File: src/rtl/bus_arbiter.sv
`default_nettype none
// ============================================================================
// bus_arbiter : two-master arbiter + address decoder for the shared 16-bit bus
// Option macro: BUS_ARBITER_ROUND_ROBIN_EN (else fixed M0 priority). Rev 1.0
// ============================================================================
module bus_arbiter #(
  parameter int WAIT_CYCLES = 1
) (
  input  logic        clk,
  input  logic        reset,
  input  logic        m0_req,
  input  logic        m1_req,
  input  logic        m0_we,
  input  logic        m1_we,
  input  logic        m0_lock,
  input  logic        m1_lock,
  input  logic [15:0] m0_addr,
  input  logic [15:0] m1_addr,
  input  logic [15:0] m0_wdata,
  input  logic [15:0] m1_wdata,
  output logic        m0_gnt,
  output logic        m1_gnt,
  output logic        m0_ack,
  output logic        m1_ack,
  output logic [15:0] m_rdata,
  output logic        m_err,
  output logic [15:0] address_bus,
  output logic [15:0] wdata_bus,
  input  logic [15:0] rdata_bus,
  output logic        write,
  output logic        read,
  output logic        cs_ram,
  output logic        cs_gpu,
  output logic        cs_diodes,
  output logic        cs_led_counter
);

  localparam logic [2:0] WAIT_INIT = 3'(WAIT_CYCLES);
  localparam logic [2:0] LOCK_LAST = 3'd7;

  typedef enum logic [1:0] {
    IDLE   = 2'd0,
    ACCESS = 2'd1,
    DONE   = 2'd2
  } state_t;

  state_t      state;
  logic [2:0]  wait_cnt;
  logic [2:0]  lock_cnt;
  logic        owner;
  logic        unmapped;

  logic        pick;
  logic        sel;
  logic        sel_we;
  logic [15:0] sel_addr;
  logic [15:0] sel_wdata;
  logic        keep_lock;
  logic        load;
  logic        dec_ram;
  logic        dec_diodes;
  logic        dec_led;
  logic        dec_gpu;

`ifdef BUS_ARBITER_ROUND_ROBIN_EN
  // rr_ptr names the master that wins the next contention
  logic rr_ptr;
  assign pick = m1_req && (!m0_req || rr_ptr);
`else
  assign pick = m1_req && !m0_req;
`endif

  // In IDLE the arbitration winner is loaded; in DONE the current owner reloads
  assign sel       = (state == IDLE) ? pick : owner;
  assign sel_addr  = sel ? m1_addr  : m0_addr;
  assign sel_wdata = sel ? m1_wdata : m0_wdata;
  assign sel_we    = sel ? m1_we    : m0_we;

  assign dec_ram    = !sel_addr[15];
  assign dec_diodes = (sel_addr[15:12] == 4'h9);
  assign dec_led    = (sel_addr[15:12] == 4'hA);
  assign dec_gpu    = (sel_addr[15:12] == 4'hF);

  assign keep_lock = (owner ? (m1_lock && m1_req) : (m0_lock && m0_req))
                     && (lock_cnt != LOCK_LAST);
  assign load = ((state == IDLE) && (m0_req || m1_req))
             || ((state == DONE) && keep_lock);

  always_ff @(posedge clk or negedge reset) begin
    if (!reset) begin
      state          <= IDLE;
      wait_cnt       <= 3'd0;
      lock_cnt       <= 3'd0;
      owner          <= 1'b0;
      unmapped       <= 1'b0;
      m0_gnt         <= 1'b0;
      m1_gnt         <= 1'b0;
      m0_ack         <= 1'b0;
      m1_ack         <= 1'b0;
      m_rdata        <= 16'h0000;
      m_err          <= 1'b0;
      address_bus    <= 16'h0000;
      wdata_bus      <= 16'h0000;
      write          <= 1'b0;
      read           <= 1'b0;
      cs_ram         <= 1'b0;
      cs_gpu         <= 1'b0;
      cs_diodes      <= 1'b0;
      cs_led_counter <= 1'b0;
`ifdef BUS_ARBITER_ROUND_ROBIN_EN
      rr_ptr         <= 1'b0;
`endif
    end else begin
      m0_ack <= 1'b0;
      m1_ack <= 1'b0;

      case (state)
        IDLE: begin
          if (load) begin
            lock_cnt <= 3'd0;
            state    <= ACCESS;
          end
        end

        ACCESS: begin
          if (wait_cnt == 3'd0) begin
            m_rdata        <= unmapped ? 16'h0000 : rdata_bus;
            m_err          <= unmapped;
            m0_ack         <= !owner;
            m1_ack         <= owner;
            write          <= 1'b0;
            read           <= 1'b0;
            cs_ram         <= 1'b0;
            cs_gpu         <= 1'b0;
            cs_diodes      <= 1'b0;
            cs_led_counter <= 1'b0;
`ifdef BUS_ARBITER_ROUND_ROBIN_EN
            rr_ptr         <= !owner;
`endif
            state          <= DONE;
          end else begin
            wait_cnt <= wait_cnt - 3'd1;
          end
        end

        DONE: begin
          m_rdata <= 16'h0000;
          m_err   <= 1'b0;
          if (load) begin
            lock_cnt <= lock_cnt + 3'd1;
            state    <= ACCESS;
          end else begin
            m0_gnt <= 1'b0;
            m1_gnt <= 1'b0;
            state  <= IDLE;
          end
        end

        default: state <= IDLE;
      endcase

      if (load) begin
        owner          <= sel;
        m0_gnt         <= !sel;
        m1_gnt         <= sel;
        address_bus    <= sel_addr;
        wdata_bus      <= sel_wdata;
        write          <= sel_we;
        read           <= !sel_we;
        cs_ram         <= dec_ram;
        cs_diodes      <= dec_diodes;
        cs_led_counter <= dec_led;
        cs_gpu         <= dec_gpu;
        unmapped       <= !(dec_ram || dec_diodes || dec_led || dec_gpu);
        wait_cnt       <= WAIT_INIT;
      end
    end
  end

endmodule
`default_nettype wire

File: config.mk
export PLATFORM = sky130hd
export DESIGN_NAME = bus_arbiter
export DESIGN_NICKNAME = d
export VERILOG_FILES = /design/src/rtl/bus_arbiter.sv
export SDC_FILE = /design/constraint.sdc
export NUM_CORES = 1
export LEC_CHECK = 0
export CAP_MARGIN = 20
export CELL_PAD_IN_SITES_DETAIL_PLACEMENT = 1
export CELL_PAD_IN_SITES_GLOBAL_PLACEMENT = 2
export CORE_AREA = 2 2 115 117
export CTS_CLUSTER_DIAMETER = 80
export DETAILED_ROUTE_END_ITERATION = 6
export DIE_AREA = 0 0 117 119
export HOLD_SLACK_MARGIN = 0.1
export MAX_ROUTING_LAYER = met4
export PLACE_DENSITY = 0.87
export SETUP_SLACK_MARGIN = 0.3
export SYNTH_ARGS = -nofsm -noshare
export SYNTH_HDL_FRONTEND = slang
export SYNTH_SLANG_ARGS = --single-unit
File: constraint.sdc
create_clock -name clk -period 2.6 [get_ports clk]
set_input_delay 0.52 -clock clk [delete_from_list [all_inputs] [get_ports clk]]
set_output_delay 0.52 -clock clk [all_outputs]
set_load 0.02 [all_outputs]
==> results of run 1 <==
[state kept, by name (all words and copies together), names as in the netlist, 2 cells and up]
name,cells
state,2
wait_cnt,3
lock_cnt,3
address_bus,16
m_rdata,16
wdata_bus,16
[how the worst max path moves through the flow]
stage                            endpoint  cells after the start
after global routing        wdata_bus[12]                      6
after detailed placement     wdata_bus[5]                      6
after CTS                    wdata_bus[5]                      6
after global placement       wdata_bus[4]                      6
final                        wdata_bus[5]                      6
after floorplan           address_bus[15]                      7
[cells in the final DEF, fill, tap and decap left out, types with 2 or more instances in the layout]
| cell | synthesis | routed |
|---|---|---|
| ha_1 | 4 | 4 |
| xnor2_1 | 3 | 3 |
| clkinvlp_4 | 0 | 3 |
| dfrtp_1 | 69 | 69 |
| o21ai_0 | 5 | 5 |
| nand3_1 | 3 | 3 |
| bufinv_16 | 0 | 2 |
| inv_1 | 6 | 6 |
| nand3b_1 | 2 | 2 |
| nor3_1 | 3 | 3 |
| nand2_1 | 15 | 15 |
| clkbuf_16 | 0 | 9 |
| clkdlybuf4s50_1 | 0 | 145 |
| nand4_1 | 2 | 2 |
| mux2i_1 | 10 | 10 |
| nor2_1 | 7 | 7 |
| buf_12 | 0 | 2 |
| mux2_2 | 27 | 27 |
| a22o_1 | 18 | 18 |
| buf_4 | 2 | 7 |
| a21oi_1 | 2 | 2 |
| nor4bb_1 | 2 | 2 |
| and2_1 | 2 | 2 |
| nand2b_1 | 2 | 2 |
| mux2_4 | 40 | 40 |
[Yosys cell counts, types with 2 or more instances]
cell and n:
a21oi_1 2, a22o_1 18, and2_1 2, buf_2 7, buf_4 2, buf_6 3, dfrtp_1 69, ha_1 4
inv_1 6, mux2_2 27, mux2_4 40, mux2i_1 10, nand2_1 15, nand2b_1 2, nand3_1 3, nand3b_1 2
nand4_1 2, nor2_1 7, nor3_1 3, nor4bb_1 2, o21a_1 2, o21ai_0 5, xnor2_1 3
[through the flow]
step	total power [mW]	hold slack [ns]	instance area (um2)	instances	setup slack (ns)
3_5_place_dp	5.302	0.4865	5081	563	0.2336
3_3_place_gp	5.186	0.4866	5070	562	0.2881
6_report	6.536	0.3214	5398	579	0.5783
5_1_grt	6.946	0.3942	5398	579	0.4939
4_1_cts	6.665	0.3666	5398	579	0.5844
2_1_floorplan	3.896	0.2244	3383	244	0.7168
[per-layer routing]
metal,vias up,share of wire [%]
met1,1273,42
met3,9,6.1
met5,-,0
met2,88,51
met4,0,1.6
li1,1183,-
[power by group]
| group | leakage [nW] | internal (mW) | switching [mW] |
|---|---|---|---|
| Combinational | 1.38 | 1.90 | 1.52 |
| Sequential | 0.858 | 1.55 | 0.277 |
| Clock | 0.145 | 0.838 | 0.461 |
[layout make-up]
| type | count | area, um2 | area share (%) |
|---|---|---|---|
| well taps | 176 | 220.2 | 4.080 |
| clock buffers | 10 | 229.0 | 4.242 |
| repair buffers | 155 | 1555 | 28.81 |
| multi-input cells | 157 | 1556 | 28.84 |
| flip-flops and latches | 69 | 1727 | 31.99 |
| clock inverters | 6 | 87.58 | 1.623 |
| inverters | 6 | 22.52 | 0.4172 |
[cells by family (layout without fill, tap and decap cells)]
logic type / after synthesis / after routing / share of synthesized area [%]
fa+ha+maj: 4 / 4 / 1.479
flops: 69 / 69 / 51.04
mux: 77 / 77 / 29.70
compound gates: 29 / 29 / 6.583
xor+xnor: 4 / 4 / 1.036
buf+inv: 18 / 177 / 3.143
simple gates: 43 / 43 / 7.026
==> results.md, run 1 <==
- Leakage: between 2 and 2.5 nW
- Initial Utilization: around a quarter
- Buffers and inverters on the worst path: 2
- Power Density: 1211 nW/um2
- Initial DRC Count: between 70 and 80
- Worst Tran Pin Value: ~0.90 ns
- Synthesized flop and latch total: 69
- Grt peak-use layer: met2
- Synth area leader: dfrtp_1
- Crit-path cells: clkdlybuf4s50_1 -> nor4b_4 -> nor2_4 -> buf_4 -> mux2_4 -> mux2_4
- CTS root buffer: clkbuf_16
- Placement Rows: 42
- Syn nets: between 300 and 400
- VDD IR max: around 0.43 mV
- I/O Pins: about 150
- Clock skew: just under 0.006 ns
- Max Cap Viol: 0
- Setup Crit Path Kind: in2reg
- Status: finished clean
- Synth top area share: about 51%
- TritonCTS Buffers: 9
- Met2 Use GR: between 20% and 30%
- Met3 GRT Util: 3.461%
- Yosys cell types: 31
- Die H: approximately 120 um
- Area grow syn2layout: 59.54%
- RSZ-0062 raised after global routing: no
- ANT nets after route: 0
- CTS max path bufs: 2
- CTS tree: built
- GRT met1 Usage: between 15 and 20%
- Latest clock arrival within the worst-skew pair: about 0.33 ns
- Worst setup path startpoint: m0_req
- Largest net degree at the start of global routing: 70
- Final Slew Violations: 0
- Clock transition at path regs: 0.06 ns
- Total GRT Usage: 14.37%
- Vias in the first global route: 2,858
- Worst EP arrival: 2.23 ns
- Filler cell count in the final layout: about 1,400
- Top FF cell, synth: dfrtp_1
- CP max-delay cell: clkdlybuf4s50_1
- DR WL/cell: between 15 and 20 um
- CTS Hold Bufs: 0
- Reg2Reg Setup Slack: 0.72 ns
- Seq/Total Area, Yosys: 51.04%
- Cell count after synthesis: between 200 and 250
- Final Util: roughly two fifths
- DRC viols: 0
- Initial antenna violation count: 0
- Core area: 12,870 um2
- Critical R2R Capture: wdata_bus[5]
- Most used cell, CP: mux2_4
- EDFF count, synth: 0
- Setup violators final: 0
- Nets: just under 500
- Syn avg cell area: about 14 um2
- Crit path max fanout: 9
- Crit end category: register
- Synth async-reset ratio: 100.0%
- Critical Path Start Type: input port
- Critical path's top delay family: buffers and inverters
- TritonRoute pass-1 iters: 4
- Reg2Reg Depth: 5
- Max_slew headroom: approximately 40%
- Setup_tns: 0 ns
- Post-CTS setup buffers: 0
- Final hold viol count: 0
- Via/cell ratio: between 4 and 5
- Min cycle time layout: a little over 2 ns
- Post-route clock period utilization: 77.76%
- H-tree depth: 3
- Worst stage delay on the critical path: around 0.48 ns
- Die Wd: 117 um
- Layout cells sized above 1: ~24%
- Die area: about 14,000 um2
- First-pass GRT wire length: roughly 15,000 um
- Sink Count: 69
- Critical Path RT: 2.80 ns
- GR Overflow Total: 0
- Antenna diode count: 0
- CTS resizes: 0
- Detailed-route via count: approximately 2,600
- Placer congestion estimate: between 0.7 and 0.8
- Fmax achieved: around 490 MHz
- Port Buffers: 146
- Post-Route WL: a little over 9000 um
- Area contributors post-synth: dfrtp_1 51%, mux2_4 18%, mux2_2 9.0%
- Worst R2R Start: state[0]
- HP Class: in2async
- Post-detail-place hpwl: a little under 7000 um
- Synth warn: 0
- Post-Synthesis Cell Area: ~3400 um2
Power figures use the tool's default switching activity.
==> run 2: changes to the inputs <==
clock period = 1.9 ns   (was 2.6 ns; I/O delays follow)
==> results.md, run 2 (same netlist as run 1, synthesis figures left out) <==
- Reg area: approximately 1700 um2
- Worst EP arrival: 2.11 ns
- Commonest non-fill, non-tap cell in the layout: clkdlybuf4s50_1
- Initial Utilization: a little over a quarter
- Core area: ~13,000 um2
- Setup violators final: 0
- Placed instance area: between 5000 and 6000 um2
- Post-route cell area: 5741 um2
- First-pass GRT wire length: between 15,000 and 20,000 um
- Post-detail-place hpwl: between 7000 and 8000 um
- Placement Rows: 42
- Nets: 517
- Layout cells sized above 1: 32.79%
- CTS tree: built
- Post-Route WL: 10,520 um
- GR Overflow Total: 0
- I/O Pins: approximately 150
- Leakage: between 2 and 3 nW
- Port Buffers: around 150
- Clock skew: approximately 0.008 ns
- Final hold viol count: 0
- Filler cell count in the final layout: roughly 1,400
- DR WL/cell: roughly 17 um
- Initial DRC Count: 53
- Min cycle time layout: roughly 1.9 ns
- Largest regs: address_bus: 16 flops, m_rdata: 16 flops, wdata_bus: 16 flops
- Post-route clock period utilization: between 90% and 100%
- H-tree depth: 3
- Multi-input gate area: about 1700 um2
- Detailed-route via count: 2,706
- Combinational fraction of design power: 55.0%
- Fin cells: approximately 600
- Share of power burned in registers: a little over a quarter
- ANT nets after route: 0
- Final Util: 44.59%
- Die H: 119 um
- Vias in the first global route: 2,994
- CTS root buffer: clkbuf_16
- Setup Crit Path Kind: reg2reg
- RSZ-0062 raised after global routing: yes
- Critical Path RT: 2.11 ns
- CTS max path bufs: 2
- Initial antenna violation count: 0
- WHS Path Cells: 1
- Power Density: 1619 nW/um2
- Crit path max fanout: 7
- Area grow syn2layout: 69.67%
- VDD IR max: 0.5689 mV
- Sink Count: approximately 70
- Worst Tran Pin Value: a little under 0.5 ns
- Dpl cells: between 500 and 600
- Die Wd: 117 um
- Via/cell ratio: 4.465
- Leading cell types in the layout, fill and taps excluded: 84 x clkdlybuf4s50_1, 67 x dfrtp_1, 61 x dlygate4sd2_1
- Fmax achieved: 526.5 MHz
- Largest net degree at the start of global routing: 40
- Total GRT Usage: 15.40%
- HP Class: reg2reg
- Clock transition at path regs: around 0.06 ns
- Switching pwr: around 3.3 mW
- DRC viols: 0
- Clk pwr share: a little under a fifth
- Status: finished clean
- Die area: 13,920 um2
- WHS: about 0.5 ns
- Crit end category: register
- Max Cap Viol: 0
- Critical Path Start Type: register
- Final Slew Violations: 0
- Latest clock arrival within the worst-skew pair: 0.34 ns
- Antenna diode count: 0
- Placer congestion estimate: 0.7343
- Sw Ratio: between 30 and 40%
- TritonRoute pass-1 iters: 4
- TritonCTS Buffers: 9
- Max_slew headroom: roughly 67%
- Reg2Reg Depth: 6
- Pint: around 5.9 mW
==> run 2: cell types whose count changed in the layout (fill, tap and decap cells not counted), moves of 4 or more <==
cell,delta
mux2_4,+8
dlygate4sd2_1,+61
mux2_2,-8
buf_6,+8
buf_12,+4
buf_4,+11
clkdlybuf4s50_1,-61
==> run 2: cell type report <==
type / count / area share [%]
inverters: 6 / 0.3923
well taps: 176 / 3.836
multi-input cells: 157 / 28.84
clock buffers: 10 / 4.163
repair buffers: 182 / 31.56
flip-flops and latches: 69 / 30.12
clock inverters: 6 / 1.090
==> run 2: critical path, cell delays in order, from the launching register on <==
cell	delay, ns
dfrtp_2	0.44
nor4b_4	0.38
nor2_4	0.10
buf_12	0.15
buf_16	0.14
mux2_4	0.29
mux2_4	0.25
==> run 2: per-stage QoR <==
stage	setup TNS (ns)	setup WS, ns	total power, mW
after global routing	-0.7413	-0.06075	9.837
final	0	0.0006302	9.294
after floorplan	0	0.1742	5.450
after CTS	0	0.04794	9.183
after detailed placement	-15.95	-0.3797	7.316
after global placement	-13.20	-0.3386	7.154
==> run 2: final timing paths <==
| path | start | slack [ns] | endpoint |
|---|---|---|---|
| max | state[0] | 0.0006 | wdata_bus[2] |
| min | m_rdata[5] | 0.50 | m_rdata[5] |
| max reg2reg | state[0] | 0.0006 | wdata_bus[2] |
| min reg2reg | m_rdata[5] | 0.50 | m_rdata[5] |
| max in group asynchronous | reset | 0.78 | state[1] |
| min in group asynchronous | reset | 0.55 | wdata_bus[5] |
==> run 2: layer usage <==
metal	global-route usage [%]	vias to the layer above	routed length (um)
met3	4.427	11	664
met1	16.89	1371	4199
met4	4.632	0	125
li1	-	1239	-
met5	-	-	0
met2	26.81	85	5534
==> run 2: what timing repair did <==
action,in CTS,in global routing
resized for setup,80,23
setup endpoints to repair,119,62
gates cloned,3,0
pin swaps,4,2
buffers inserted,11,4
hold buffers,1,0
endpoints found under the hold margin,30,0
==> run 2: power groups by stage <==
| stage | clock [mW] | combinational, mW | sequential (mW) |
|---|---|---|---|
| floorplan | 0 | 2.30 | 3.15 |
| global placement | 0 | 4.66 | 2.50 |
| detailed placement | 0 | 4.79 | 2.52 |
| CTS | 1.75 | 4.95 | 2.49 |
| global route | 1.81 | 5.45 | 2.58 |
| finish | 1.70 | 5.11 | 2.48 |
